<file path="config.mk">
export PLATFORM = sky130hd
export DESIGN_NAME = ucq_bcast
export DESIGN_NICKNAME = d
export VERILOG_FILES = /design/src/rtl/ucq_bcast.sv
export SDC_FILE = /design/constraint.sdc
export NUM_CORES = 1
export LEC_CHECK = 0
export BUFFER_PORTS_ARGS = -buffer_cell sky130_fd_sc_hd__buf_2
export CORE_AREA = 2 2 340 342
export CTS_BUF_LIST = sky130_fd_sc_hd__clkbuf_8
export CTS_CLUSTER_SIZE = 28
export DETAILED_ROUTE_END_ITERATION = 8
export DIE_AREA = 0 0 342 344
export HOLD_SLACK_MARGIN = 0.1
export SLEW_MARGIN = 20
export SYNTH_ARGS = -nofsm -noshare
export SYNTH_HDL_FRONTEND = slang
export SYNTH_HIERARCHICAL = 1
export SYNTH_SLANG_ARGS = --single-unit
</file>
<file path="constraint.sdc">
create_clock -name clk -period 11.8 [get_ports clk]
set_input_delay 0.59 -clock clk [delete_from_list [all_inputs] [get_ports clk]]
set_output_delay 0.59 -clock clk [all_outputs]
set_load 0.05 [all_outputs]
</file>
<file path="src/rtl/ucq_bcast.sv">
// ucq_bcast: round-robin arbitration of implied literals, assignment-CAM check, N-way broadcast.
// Latency: grant to out_valid 1 cycle; backpressure: no grant unless every FIFO has room and CAM not full.
// Build option UCQ_BCAST_DEDUP_EN: literals already in the CAM are dropped and counted in dup_cnt.

// ucq_bcast_fifo: first-word fall-through FIFO, head forced to zero while empty.
// Latency: push visible on out_dat one cycle later.
// Backpressure: push while full is ignored (caller gates on full); pop while empty is ignored.
module ucq_bcast_fifo #(
    parameter int W     = 16,
    parameter int DEPTH = 8
) (
    input  logic         clk,
    input  logic         rst,
    input  logic         clr,
    input  logic         push_vld,
    input  logic [W-1:0] push_dat,
    input  logic         pop,
    output logic         out_vld,
    output logic [W-1:0] out_dat,
    output logic         full
);
    localparam int AW = $clog2(DEPTH);

    logic [W-1:0]  mem_q [DEPTH];
    logic [W-1:0]  mem_d [DEPTH];
    logic [AW-1:0] wr_ptr_q, wr_ptr_d;
    logic [AW-1:0] rd_ptr_q, rd_ptr_d;
    logic [AW:0]   cnt_q, cnt_d;
    logic          do_push, do_pop;

    assign full    = (cnt_q == (AW+1)'(DEPTH));
    assign out_vld = (cnt_q != '0);
    assign out_dat = out_vld ? mem_q[rd_ptr_q] : '0;
    assign do_push = push_vld && !full;
    assign do_pop  = pop && out_vld;

    always_comb begin
        mem_d    = mem_q;
        wr_ptr_d = wr_ptr_q;
        rd_ptr_d = rd_ptr_q;
        cnt_d    = cnt_q;
        if (clr) begin
            wr_ptr_d = '0;
            rd_ptr_d = '0;
            cnt_d    = '0;
        end else begin
            if (do_push) begin
                mem_d[wr_ptr_q] = push_dat;
                wr_ptr_d        = wr_ptr_q + AW'(1);
            end
            if (do_pop) begin
                rd_ptr_d = rd_ptr_q + AW'(1);
            end
            cnt_d = cnt_q + (AW+1)'(do_push) - (AW+1)'(do_pop);
        end
    end

    always_ff @(posedge clk) begin
        if (rst) begin
            wr_ptr_q <= '0;
            rd_ptr_q <= '0;
            cnt_q    <= '0;
        end else begin
            wr_ptr_q <= wr_ptr_d;
            rd_ptr_q <= rd_ptr_d;
            cnt_q    <= cnt_d;
        end
    end

    always_ff @(posedge clk) begin
        mem_q <= mem_d;
    end
endmodule

// ucq_bcast: N-lane unit-clause broadcast with conflict detection and flush.
// Latency: grant to out_valid 1 cycle, CAM lookup combinational on the granted literal.
// Backpressure: in_ready held low on a full FIFO, full CAM, flush, reset or after a conflict.
module ucq_bcast #(
    parameter int N_LANE    = 4,
    parameter int LIT_W     = 16,
    parameter int DEPTH     = 8,
    parameter int CAM_DEPTH = 16
) (
    input  logic                    clk,
    input  logic                    rst,
    input  logic                    flush,
    input  logic [N_LANE-1:0]       in_valid,
    input  logic [N_LANE*LIT_W-1:0] in_lit,
    output logic [N_LANE-1:0]       in_ready,
    output logic [N_LANE-1:0]       out_valid,
    output logic [N_LANE*LIT_W-1:0] out_lit,
    input  logic [N_LANE-1:0]       out_pop,
    output logic                    conflict,
    output logic [LIT_W-1:0]        conflict_lit,
    output logic                    cam_full,
    output logic [15:0]             dup_cnt,
    output logic                    busy
);
    localparam int PW  = $clog2(N_LANE);
    localparam int CW  = $clog2(CAM_DEPTH + 1);
    localparam int CAW = $clog2(CAM_DEPTH);

    typedef enum logic {ST_RUN, ST_CONFLICT} state_t;

    state_t           state_q, state_d;
    logic [PW-1:0]    p_q, p_d;
    logic [LIT_W-1:0] cam_q [CAM_DEPTH];
    logic [LIT_W-1:0] cam_d [CAM_DEPTH];
    logic [CW-1:0]    cam_cnt_q, cam_cnt_d;
    logic             conflict_q, conflict_d;
    logic [LIT_W-1:0] conflict_lit_q, conflict_lit_d;

    logic [N_LANE-1:0] fifo_full;
    logic              eligible, gnt_vld;
    logic [PW-1:0]     gnt_idx;
    logic [LIT_W-1:0]  gnt_lit, neg_lit;
    logic              hit_pos, hit_neg;
    logic              take_conflict, take_dup, take_new, bcast;
    int                idx;

    assign cam_full     = (cam_cnt_q == CW'(CAM_DEPTH));
    assign eligible     = !rst && !flush && (state_q == ST_RUN) && !(|fifo_full) && !cam_full;
    assign conflict     = conflict_q;
    assign conflict_lit = conflict_lit_q;
    assign busy         = |out_valid;

    always_comb begin
        gnt_vld  = 1'b0;
        gnt_idx  = '0;
        in_ready = '0;
        idx      = 0;
        for (int k = 0; k < N_LANE; k++) begin
            idx = int'(p_q) + k;
            if (idx >= N_LANE) idx = idx - N_LANE;
            if (eligible && !gnt_vld && in_valid[idx]) begin
                gnt_vld = 1'b1;
                gnt_idx = PW'(idx);
            end
        end
        if (gnt_vld) in_ready[gnt_idx] = 1'b1;
    end

    assign gnt_lit = in_lit[int'(gnt_idx)*LIT_W +: LIT_W];
    assign neg_lit = ~gnt_lit + LIT_W'(1);

    // Entries at or above cam_cnt_q are stale after a flush and must not match.
    always_comb begin
        hit_pos = 1'b0;
        hit_neg = 1'b0;
        for (int i = 0; i < CAM_DEPTH; i++) begin
            if (i < int'(cam_cnt_q)) begin
                if (cam_q[i] == gnt_lit) hit_pos = 1'b1;
                if (cam_q[i] == neg_lit) hit_neg = 1'b1;
            end
        end
    end

    assign take_conflict = gnt_vld && (gnt_lit != '0) && hit_neg;
    assign take_dup      = gnt_vld && (gnt_lit != '0) && !hit_neg && hit_pos;
    assign take_new      = gnt_vld && (gnt_lit != '0) && !hit_neg && !hit_pos;

`ifdef UCQ_BCAST_DEDUP_EN
    logic [15:0] dup_cnt_q, dup_cnt_d;

    assign bcast   = take_new;
    assign dup_cnt = dup_cnt_q;

    always_comb begin
        dup_cnt_d = dup_cnt_q;
        if (take_dup && dup_cnt_q != 16'hFFFF) dup_cnt_d = dup_cnt_q + 16'd1;
    end

    // Survives flush on purpose: only rst clears the duplicate statistic.
    always_ff @(posedge clk) begin
        if (rst) dup_cnt_q <= '0;
        else     dup_cnt_q <= dup_cnt_d;
    end
`else
    assign bcast   = take_new || take_dup;
    assign dup_cnt = 16'h0000;
`endif

    always_comb begin
        state_d        = state_q;
        p_d            = p_q;
        cam_d          = cam_q;
        cam_cnt_d      = cam_cnt_q;
        conflict_d     = conflict_q;
        conflict_lit_d = conflict_lit_q;
        if (flush) begin
            state_d        = ST_RUN;
            p_d            = '0;
            cam_cnt_d      = '0;
            conflict_d     = 1'b0;
            conflict_lit_d = '0;
        end else begin
            if (gnt_vld) begin
                p_d = (gnt_idx == PW'(N_LANE - 1)) ? '0 : gnt_idx + PW'(1);
            end
            case (state_q)
                ST_RUN: begin
                    if (take_conflict) begin
                        state_d        = ST_CONFLICT;
                        conflict_d     = 1'b1;
                        conflict_lit_d = gnt_lit;
                    end
                    if (take_new) begin
                        cam_d[cam_cnt_q[CAW-1:0]] = gnt_lit;
                        cam_cnt_d                 = cam_cnt_q + CW'(1);
                    end
                end
                ST_CONFLICT: state_d = ST_CONFLICT;
                default:     state_d = ST_RUN;
            endcase
        end
    end

    always_ff @(posedge clk) begin
        if (rst) begin
            state_q        <= ST_RUN;
            p_q            <= '0;
            cam_cnt_q      <= '0;
            conflict_q     <= 1'b0;
            conflict_lit_q <= '0;
        end else begin
            state_q        <= state_d;
            p_q            <= p_d;
            cam_cnt_q      <= cam_cnt_d;
            conflict_q     <= conflict_d;
            conflict_lit_q <= conflict_lit_d;
        end
    end

    always_ff @(posedge clk) begin
        cam_q <= cam_d;
    end

    for (genvar g = 0; g < N_LANE; g++) begin : g_lane
        ucq_bcast_fifo #(
            .W     (LIT_W),
            .DEPTH (DEPTH)
        ) u_fifo (
            .clk      (clk),
            .rst      (rst),
            .clr      (flush),
            .push_vld (bcast),
            .push_dat (gnt_lit),
            .pop      (out_pop[g]),
            .out_vld  (out_valid[g]),
            .out_dat  (out_lit[g*LIT_W +: LIT_W]),
            .full     (fifo_full[g])
        );
    end
endmodule

</file>
Yosys cells after proc, flatten, opt, wreduce, memory -nomap -nowiden
Index checks and enable logic that the tools add are counted.
{"block": "word_totals", "reg_bits": 833, "elab_cells": 366, "output_inout_bits": 107}
{"block": "op_classes", "muxes": 125, "bitwise_logic": 12, "n_reduce_logical": 59, "shift": 1, "magnitude_cmp": 40, "add_sub_neg": 26, "eq_ne": 38}
{"op": "bitwise mux 128 bit", "n": 4}
{"op": "== test 16 bit", "n": 32}
{"op": "2-to-1 mux 16 bit", "n": 17}
{"op": "bitwise mux 256 bit", "n": 1}
{"op": "binary-select mux 16 bit (select 3 bit)", "n": 4}
{"op": "demux 16 bit (select 3 bit)", "n": 4}
{"op": "< comparator 32 x 4 -> 1 bit (second input constant)", "n": 4}
{"op": "2-to-1 mux 32 bit", "n": 4}
{"op": "2-to-1 mux 1 bit", "n": 78}
{"op": "demux 16 bit (select 4 bit)", "n": 1}
{"op": "indexed part select 64 x 7 -> 16 bit", "n": 1}
{"op": "< comparator 4 x 5 -> 1 bit (first input constant)", "n": 8}
{"op": "greater-or-equal comparator 4 bit (second input constant)", "n": 8}
{"op": "NOT 3 -> 4 bit", "n": 8}
{"op": "logical AND 1 bit", "n": 30}
{"op": "adder 3 x 1 -> 3 bit (second input constant)", "n": 8}
{"op": "< comparator 3 x 5 -> 1 bit (first input constant)", "n": 4}
{"op": "adder 16 x 1 -> 16 bit (second input constant)", "n": 1}
{"op": "adder 4 x 1 -> 4 bit", "n": 4}
{"op": "== test 4 bit (second input constant)", "n": 4}
{"op": "< comparator 4 x 1 -> 1 bit (second input constant)", "n": 4}
{"op": "NOT 16 bit", "n": 1}
{"op": "nonzero test 16 bit", "n": 1}
{"op": "nonzero test 4 bit", "n": 4}
{"op": "other kinds (30)", "n": 66}

Logic depth before layout (Yosys ltp)
{"block": "depth", "ltp_word": 62, "mapped_depth": 38}

Cells and area by module
Netlist, hierarchy kept.
{"mod": "ucq_bcast", "instances": 1, "seq_area_each_um2": 8187.9, "area_per_inst_um2": 17633.2, "cells_per_inst": 1621}
{"mod": "ucq_bcast_fifo (g_lane[0].u_fifo ...)", "instances": 3, "seq_area_each_um2": 4043.9, "area_per_inst_um2": 5490.3, "cells_per_inst": 268}
{"mod": "ucq_bcast_fifo (g_lane[3].u_fifo)", "instances": 1, "seq_area_each_um2": 4043.9, "area_per_inst_um2": 5491.5, "cells_per_inst": 268}

Worst setup path before layout
OpenSTA, ideal clock, no wires.
{"block": "synth_timing", "path_kind": "reg2reg", "start": "register g_lane[3].u_fifo.cnt_q[2]", "end": "register g_lane[3].u_fifo/mem_q[112] (netlist bit), enable pin", "path_stages_with_launch": 31, "t_arrival_ps": 9418, "slack_ps": 1946, "path_cell_list": "dfxtp_1 > inv_1 > ha_1 > or3b_1 > inv_2 > nor4_2 > nand4_1 > a21oi_4 > buf_2 > buf_4 > mux2i_1 > buf_2 > buf_1 > inv_1 > ha_1 > clkbuf_1 > inv_1 > nor3_1 > nand3_1 > clkbuf_1 > xor2_1 > nand2_1 > nor4_1 > a22o_1 > a2111o_1 > or4_1 > buf_2 > clkbuf_1 > nor3_1 > nand2_1 > nor4b_1"}
{"block": "synth_between", "elab_chain_len": 61}
{"element": "from (decl)", "line": "28", "rtl": "logic [AW:0] cnt_q, cnt_d;"}
{"element": "from (signal assigned)", "line": "66", "rtl": "cnt_q <= cnt_d;"}
{"element": "== test 4 bit (*)", "line": "31", "rtl": "assign full = (cnt_q == (AW+1)'(DEPTH));"}
{"element": "via fifo_full[3]", "line": "113", "rtl": "logic [N_LANE-1:0] fifo_full;"}
{"element": "OR reduction 4 bit (*)", "line": "122", "rtl": "assign eligible = !rst && !flush && (state_q == ST_RUN) && !(|fifo_full) && !cam_full;"}
{"element": "zero test 1 bit (*)", "line": "122"}
{"element": "logical AND 1 bit (*) (2 in series)", "line": "122"}
{"element": "logical AND 1 bit", "line": "135", "rtl": "if (eligible && !gnt_vld && in_valid[idx]) begin"}
{"element": "2-to-1 mux 1 bit", "line": "135"}
{"element": "zero test 1 bit", "line": "135"}
{"element": "(+12 left out)"}
{"element": "via gnt_lit[0]", "line": "116", "rtl": "logic [LIT_W-1:0] gnt_lit, neg_lit;"}
{"element": "(+34 left out)"}
{"element": "2-to-1 mux 1 bit", "line": "151", "rtl": "if (i < int'(cam_cnt_q)) begin"}
{"element": "zero test 1 bit", "line": "159, 160"}
{"element": "logical AND 1 bit", "line": "159, 160"}
{"element": "logical AND 1 bit, on equally long branches", "line": "160, 159"}
{"element": "logical OR 1 bit (*)", "line": "179", "rtl": "assign bcast = take_new || take_dup;"}
{"element": "via bcast", "line": "118", "rtl": "logic take_conflict, take_dup, take_new, bcast;"}
{"element": "logical AND 1 bit (*)", "line": "34", "rtl": "assign do_push = push_vld && !full;"}
{"element": "AND reduction 2 bit (no source line) (*)"}
{"element": "to (signal assigned)", "line": "71", "rtl": "mem_q <= mem_d;"}
{"element": "to (decl)", "line": "24", "rtl": "logic [W-1:0] mem_q [DEPTH];"}
The timed path passes the listed nets; every way through them passes the cells marked *.
A chain may end at the register's enable or synchronous reset.

Worst setup path in the final report
{"block": "layout_timing", "start": "register g_lane[3].u_fifo.cnt_q[2]", "end": "register g_lane[3].u_fifo.cnt_q[2]"}
{"block": "layout_between", "elab_chain_len": 62}
{"element": "== test 4 bit (*)", "line": "31"}
{"element": "via fifo_full[3]", "line": "113"}
{"element": "OR reduction 4 bit (*)", "line": "122"}
{"element": "zero test 1 bit (*)", "line": "122"}
{"element": "logical AND 1 bit (*) (2 in series)", "line": "122"}
{"element": "logical AND 1 bit", "line": "135"}
{"element": "2-to-1 mux 1 bit", "line": "135"}
{"element": "zero test 1 bit", "line": "135"}
{"element": "(+47 left out)"}
{"element": "zero test 1 bit", "line": "159, 160"}
{"element": "logical AND 1 bit", "line": "159, 160"}
{"element": "logical AND 1 bit, on equally long branches", "line": "160, 159"}
{"element": "logical OR 1 bit (*)", "line": "179"}
{"element": "via bcast", "line": "118"}
{"element": "logical AND 1 bit (*)", "line": "34"}
{"element": "adder 4 x 1 -> 4 bit (*)", "line": "54", "rtl": "cnt_d = cnt_q + (AW+1)'(do_push) - (AW+1)'(do_pop);"}
{"element": "subtractor 4 x 1 -> 4 bit (*)", "line": "54"}
Marks and branches as above.

==> results.md <==
Floorplanning:
- The die outline height is 344 microns.
- The initial cell density of the core is 34.8%.
- After floorplanning, the core was sized to cover 0.114 sq mm.
- The die area is 0.118 sq mm.
- The number of top-level pins is 182.
- Measured along the x axis, the die boundary spans 342 microns.
- In this run the core area contains 124 standard-cell rows.

Placed design:
- The HPWL reported at the end of detailed placement is 73400 microns.
- The placer's final routability congestion estimate is 0.941.
- The number of input and output port buffers inserted is 165.
- Counting tap cells, the placed design contains a total of 4342 instances.
- Once placement finished, the instance area stood at 0.0425 sq mm.

Global route:
- The number of global-route vias before repair came to 24800.
- The layer carrying the most global-route usage is met2.
- The leftover overflow at the end of global routing is 0.
- The largest net degree at the start of global routing is 56.
- For met3 alone, demand over resource in global routing was 3.92%.
- The global-route total usage across every layer is 19.1%.
- The number of antenna violations at the first check in global routing was 3.
- The global-route wire length before repair is 166000 microns.
- The met2 usage in global routing is 30.7%.
- The met1 track demand over resource is 25.6%.

Yosys:
- By area the synthesized netlist is led by sky130_fd_sc_hd__edfxtp_1 (58%), sky130_fd_sc_hd__xnor2_1 (7.0%), sky130_fd_sc_hd__mux4_2 (4.6%).
- The top cell type by area accounts for 58.2% of the synthesized area.
- After technology mapping, the gate count stands at 2693.
- The cell taking the most area after synthesis is sky130_fd_sc_hd__edfxtp_1.
- After synthesis, the mean cell area works out to 14.7 sq um.
- Of the synthesized area, sequential elements account for 61.5%.
- In the synthesized netlist the dominant register cell turns out to be sky130_fd_sc_hd__edfxtp_1.
- The distinct cell type count after synthesis is 100.
- Counting flops and latches in the post-synthesis netlist gives 833.
- After synthesis, the share of flip-flops with an asynchronous set or reset is 0%.
- Summing every instance area after synthesis gives 0.0396 sq mm.
- The warning count from the yosys run is 6.
- The number of enable flip-flop cells after synthesis is 768.

Worst setup path:
- The number of cells on the worst reg-to-reg path is 32.
- Among all stages on the critical path, the largest delay is contributed by sky130_fd_sc_hd__nor4_2.
- Of all nets on the critical path, the largest fanout is 37.
- The largest single stage delay on the critical path is 0.77 ns.
- The setup path with the least slack is of type reg2reg.
- The terminus of the critical flop-to-flop path is g_lane[3].u_fifo/cnt_q[2].
- The data arrival time of the critical path is 10.59 ns.
- Data on the critical path is required at its endpoint by 12.49 ns.
- In this run the critical register-to-register path is launched from g_lane[3].u_fifo/cnt_q[2].
- Setup slack on the worst reg-to-reg path comes out at 1.90 ns.
- The critical path capture point type is a flop.
- The critical path ends at g_lane[3].u_fifo/cnt_q[2].
- In this run the worst setup path begins at g_lane[3].u_fifo/cnt_q[2].
- The element type at the critical path start is a flop.

Timing:
- For the final database, setup skew stands at 0.0538 ns.
- Hold timing on the final database bottoms out at a slack of 0.286 ns.
- The pin slew with the least headroom to its limit is 1.13 ns.
- Setup violations remaining at the end of the flow were counted as 0.
- Setup repair after global routing left no endpoint under its margin.
- Static timing analysis puts the maximum clock frequency at 101 MHz.
- The setup TNS is 0 ns.
- The number of max-slew violations in the final report came to 0.
- The hold violation total from the final report came to 0.
- In the finished design, the share of the clock period the worst path needs comes to 83.9%.
- The headroom to the max-slew limit is 24.1%.
- The minimum clock period after layout is 9.90 ns.

Clock tree:
- The CTS buffer count is 137.
- The insertion delay to the later sink of the worst-skew pair is 0.82 ns.
- The clock net in this run drives a total of 833 sinks.
- Clock-pin slew was measured on the worst setup and hold paths at 0.06 ns.
- CTS placed an instance of sky130_fd_sc_hd__clkbuf_8 at the clock tree root.
- The clock tree synthesis step divided the H-tree into 4 levels.
- The post-CTS setup buffer count is 0.
- The maximum number of buffers from clock root to sink is 3.
- The TritonCTS clock tree is built.

Finish:
- After filler insertion, the fill cell instance count of the layout stands at 10600.
- The final net count is 3094.
- After routing the design area is 0.0451 sq mm.
- Relative to the synthesized area, the layout overhead comes to 14.0%.
- The post-layout instance count excluding filler cells is 4591.
- The ratio of cells with drive above 1 in the final layout is 21.0%.

Power:
- The total power consumption of the routed design is 8.74 mW.
- The static leakage is 14.8 nW.
- For this design the ratio of total power to cell area is 194 mW/mm^2.
- Across the VDD grid, the largest voltage drop is 0.139 mV.

Run status:
- The run finished with clean final reports.

Detailed routing:
- The length of the first detailed-routing pass in iterations is 5.
- The total via count in the routed design is 25200.
- The total wire length after detailed routing is 114000 microns.
- The violation count after the first detailed-route iteration is 2550.
- In the final routed layout, each cell accounts on average for 24.9 microns.
- The post-route antenna net violation count is 0.
- The DRC violations left is 0.
- After detailed routing, the number of vias per cell comes to 5.49.

Min path:
- The class of the tightest hold or removal check is in2reg.
- The number of stages on the worst hold path is 3.

Run:
- The total of max-cap violations is 0.
==> critical path: cells and delay by family (launching register included) <==
family / cells / cell delay (ns)
and+or+nand+nor: 10 / 4.08
buffers and inverters: 9 / 1.54
AOI/OAI and AO/OA: 4 / 1.31
adders and majority gates: 5 / 1.29
muxes: 2 / 0.92
DFF: 1 / 0.31
xor gates and xnor gates: 2 / 0.27
==> through the flow <==
| stage | worst slack [ns] | util (%) |
|---|---|---|
| final | 1.90 | 39.6 |
| after global routing | 1.20 | 39.6 |
| after CTS | 1.60 | 39.6 |
| after detailed placement | 1.65 | 37.3 |
| after global placement | 2.01 | 37.3 |
| after floorplan | 1.95 | - |
==> sequential cells by signal (all words and copies together), names as in the netlist <==
name / count
cam_cnt_q: 5
cam_q: 256
conflict: 1
conflict_lit: 16
g_lane.u_fifo/cnt_q: 16
g_lane.u_fifo/mem_q: 512
g_lane.u_fifo/rd_ptr_q: 12
g_lane.u_fifo/wr_ptr_q: 12
p_q: 2
state_q: 1
==> worst min-delay path by stage <==
stage | to | slack [ns] | startpoint
global placement | state_q | 0.43 | state_q
floorplan | state_q | 0.42 | state_q
global route | g_lane[3].u_fifo/cnt_q[0] | 0.28 | rst
CTS | g_lane[3].u_fifo/cnt_q[0] | 0.23 | rst
detailed placement | state_q | 0.43 | state_q
finish | g_lane[3].u_fifo/cnt_q[0] | 0.29 | rst
==> layout make-up <==
cell class,instances,area [sq um],area share [%]
tap,1512,1890,4.19
timing repair buffer,273,1660,3.69
clock buffer,148,2040,4.51
inverter,76,285,0.632
antenna,2,5.00,0.0111
clock inverter,94,519,1.15
multi-input combinational,1653,14400,31.8
sequential,833,24400,54.0
==> logic make-up (layout without fill, tap and decap cells) <==
kind of cell | after synthesis | count (layout) | share of synthesized area, %
AOI/OAI and AO/OA | 353 | 353 | 6.52
muxes | 168 | 168 | 8.84
other | 1 | 18 | 0.00947
DFF | 833 | 833 | 61.5
and+or+nand+nor | 646 | 646 | 9.31
adders and majority gates | 45 | 45 | 1.50
buffers and inverters | 222 | 591 | 2.89
xor gates and xnor gates | 425 | 425 | 9.40
==> cells in the final DEF (no fill, tap or decap), types with 19 or more instances in the layout <==
| cell | instances |
|---|---|
| sky130_fd_sc_hd__edfxtp_1 | 768 |
| sky130_fd_sc_hd__xnor2_1 | 317 |
| sky130_fd_sc_hd__buf_2 | 165 |
| sky130_fd_sc_hd__clkbuf_8 | 148 |
| sky130_fd_sc_hd__nand3_1 | 108 |
| sky130_fd_sc_hd__xor2_1 | 108 |
| sky130_fd_sc_hd__buf_4 | 103 |
| sky130_fd_sc_hd__inv_1 | 92 |
| sky130_fd_sc_hd__nor2_1 | 89 |
| sky130_fd_sc_hd__nand2_1 | 86 |
| sky130_fd_sc_hd__mux4_2 | 80 |
| sky130_fd_sc_hd__a22o_1 | 67 |
| sky130_fd_sc_hd__dfxtp_1 | 61 |
| sky130_fd_sc_hd__a21oi_1 | 60 |
| sky130_fd_sc_hd__nor3_1 | 59 |
| sky130_fd_sc_hd__o21ai_0 | 50 |
| sky130_fd_sc_hd__mux4_1 | 48 |
| sky130_fd_sc_hd__nor4_1 | 43 |
| sky130_fd_sc_hd__nand4_1 | 42 |
| sky130_fd_sc_hd__ha_1 | 41 |
| sky130_fd_sc_hd__or3_1 | 33 |
| sky130_fd_sc_hd__clkinv_1 | 26 |
| sky130_fd_sc_hd__o211ai_1 | 23 |
| sky130_fd_sc_hd__or4_1 | 22 |
| sky130_fd_sc_hd__and3_1 | 21 |
| sky130_fd_sc_hd__and2_1 | 20 |
| sky130_fd_sc_hd__mux2i_1 | 19 |
==> synthesized netlist by cell type, types with 12 or more instances <==
cell type	count
sky130_fd_sc_hd__nand3_1	108
sky130_fd_sc_hd__mux4_1	48
sky130_fd_sc_hd__mux2i_1	21
sky130_fd_sc_hd__nor4_1	44
sky130_fd_sc_hd__nand2_1	86
sky130_fd_sc_hd__a21o_1	12
sky130_fd_sc_hd__buf_4	18
sky130_fd_sc_hd__or3_1	33
sky130_fd_sc_hd__buf_2	52
sky130_fd_sc_hd__buf_6	18
sky130_fd_sc_hd__dfxtp_1	65
sky130_fd_sc_hd__a211oi_1	16
sky130_fd_sc_hd__clkbuf_1	44
sky130_fd_sc_hd__nand4_1	42
sky130_fd_sc_hd__a22o_1	67
sky130_fd_sc_hd__nor2_1	95
sky130_fd_sc_hd__a21oi_1	60
sky130_fd_sc_hd__nor3_1	77
sky130_fd_sc_hd__o211ai_1	23
sky130_fd_sc_hd__mux4_2	80
sky130_fd_sc_hd__o21ai_0	50
sky130_fd_sc_hd__ha_1	41
sky130_fd_sc_hd__and3_1	21
sky130_fd_sc_hd__xnor2_1	317
sky130_fd_sc_hd__a31oi_1	15
sky130_fd_sc_hd__o31ai_1	15
sky130_fd_sc_hd__inv_2	15
sky130_fd_sc_hd__and2_1	20
sky130_fd_sc_hd__edfxtp_1	768
sky130_fd_sc_hd__or4_1	22
sky130_fd_sc_hd__inv_1	60
sky130_fd_sc_hd__xor2_1	108
sky130_fd_sc_hd__mux2_2	16
sky130_fd_sc_hd__o2111ai_1	13
==> report_power, final <==
| part | leakage [nW] | internal, mW | switching [mW] |
|---|---|---|---|
| logic | 5.90 | 0.799 | 2.06 |
| clock network | 1.44 | 1.20 | 1.20 |
| registers | 7.44 | 3.45 | 0.0479 |
==> per-layer routing <==
metal / routed length [microns] / share of wire, % / up-vias
met5: 0 / 0 / -
met4: 4080 / 3.6 / 0
met3: 9000 / 7.9 / 256
met2: 53600 / 47 / 1148
met1: 47700 / 42 / 12800
li1: - / - / 11000
==> repair_timing <==
| item | in CTS | in global routing |
|---|---|---|
| hold buffers | 4 | 0 |
| gates resized for setup | 0 | 0 |
| endpoints found under the hold margin | 4 | 0 |
(Power assumes the default switching activity.)
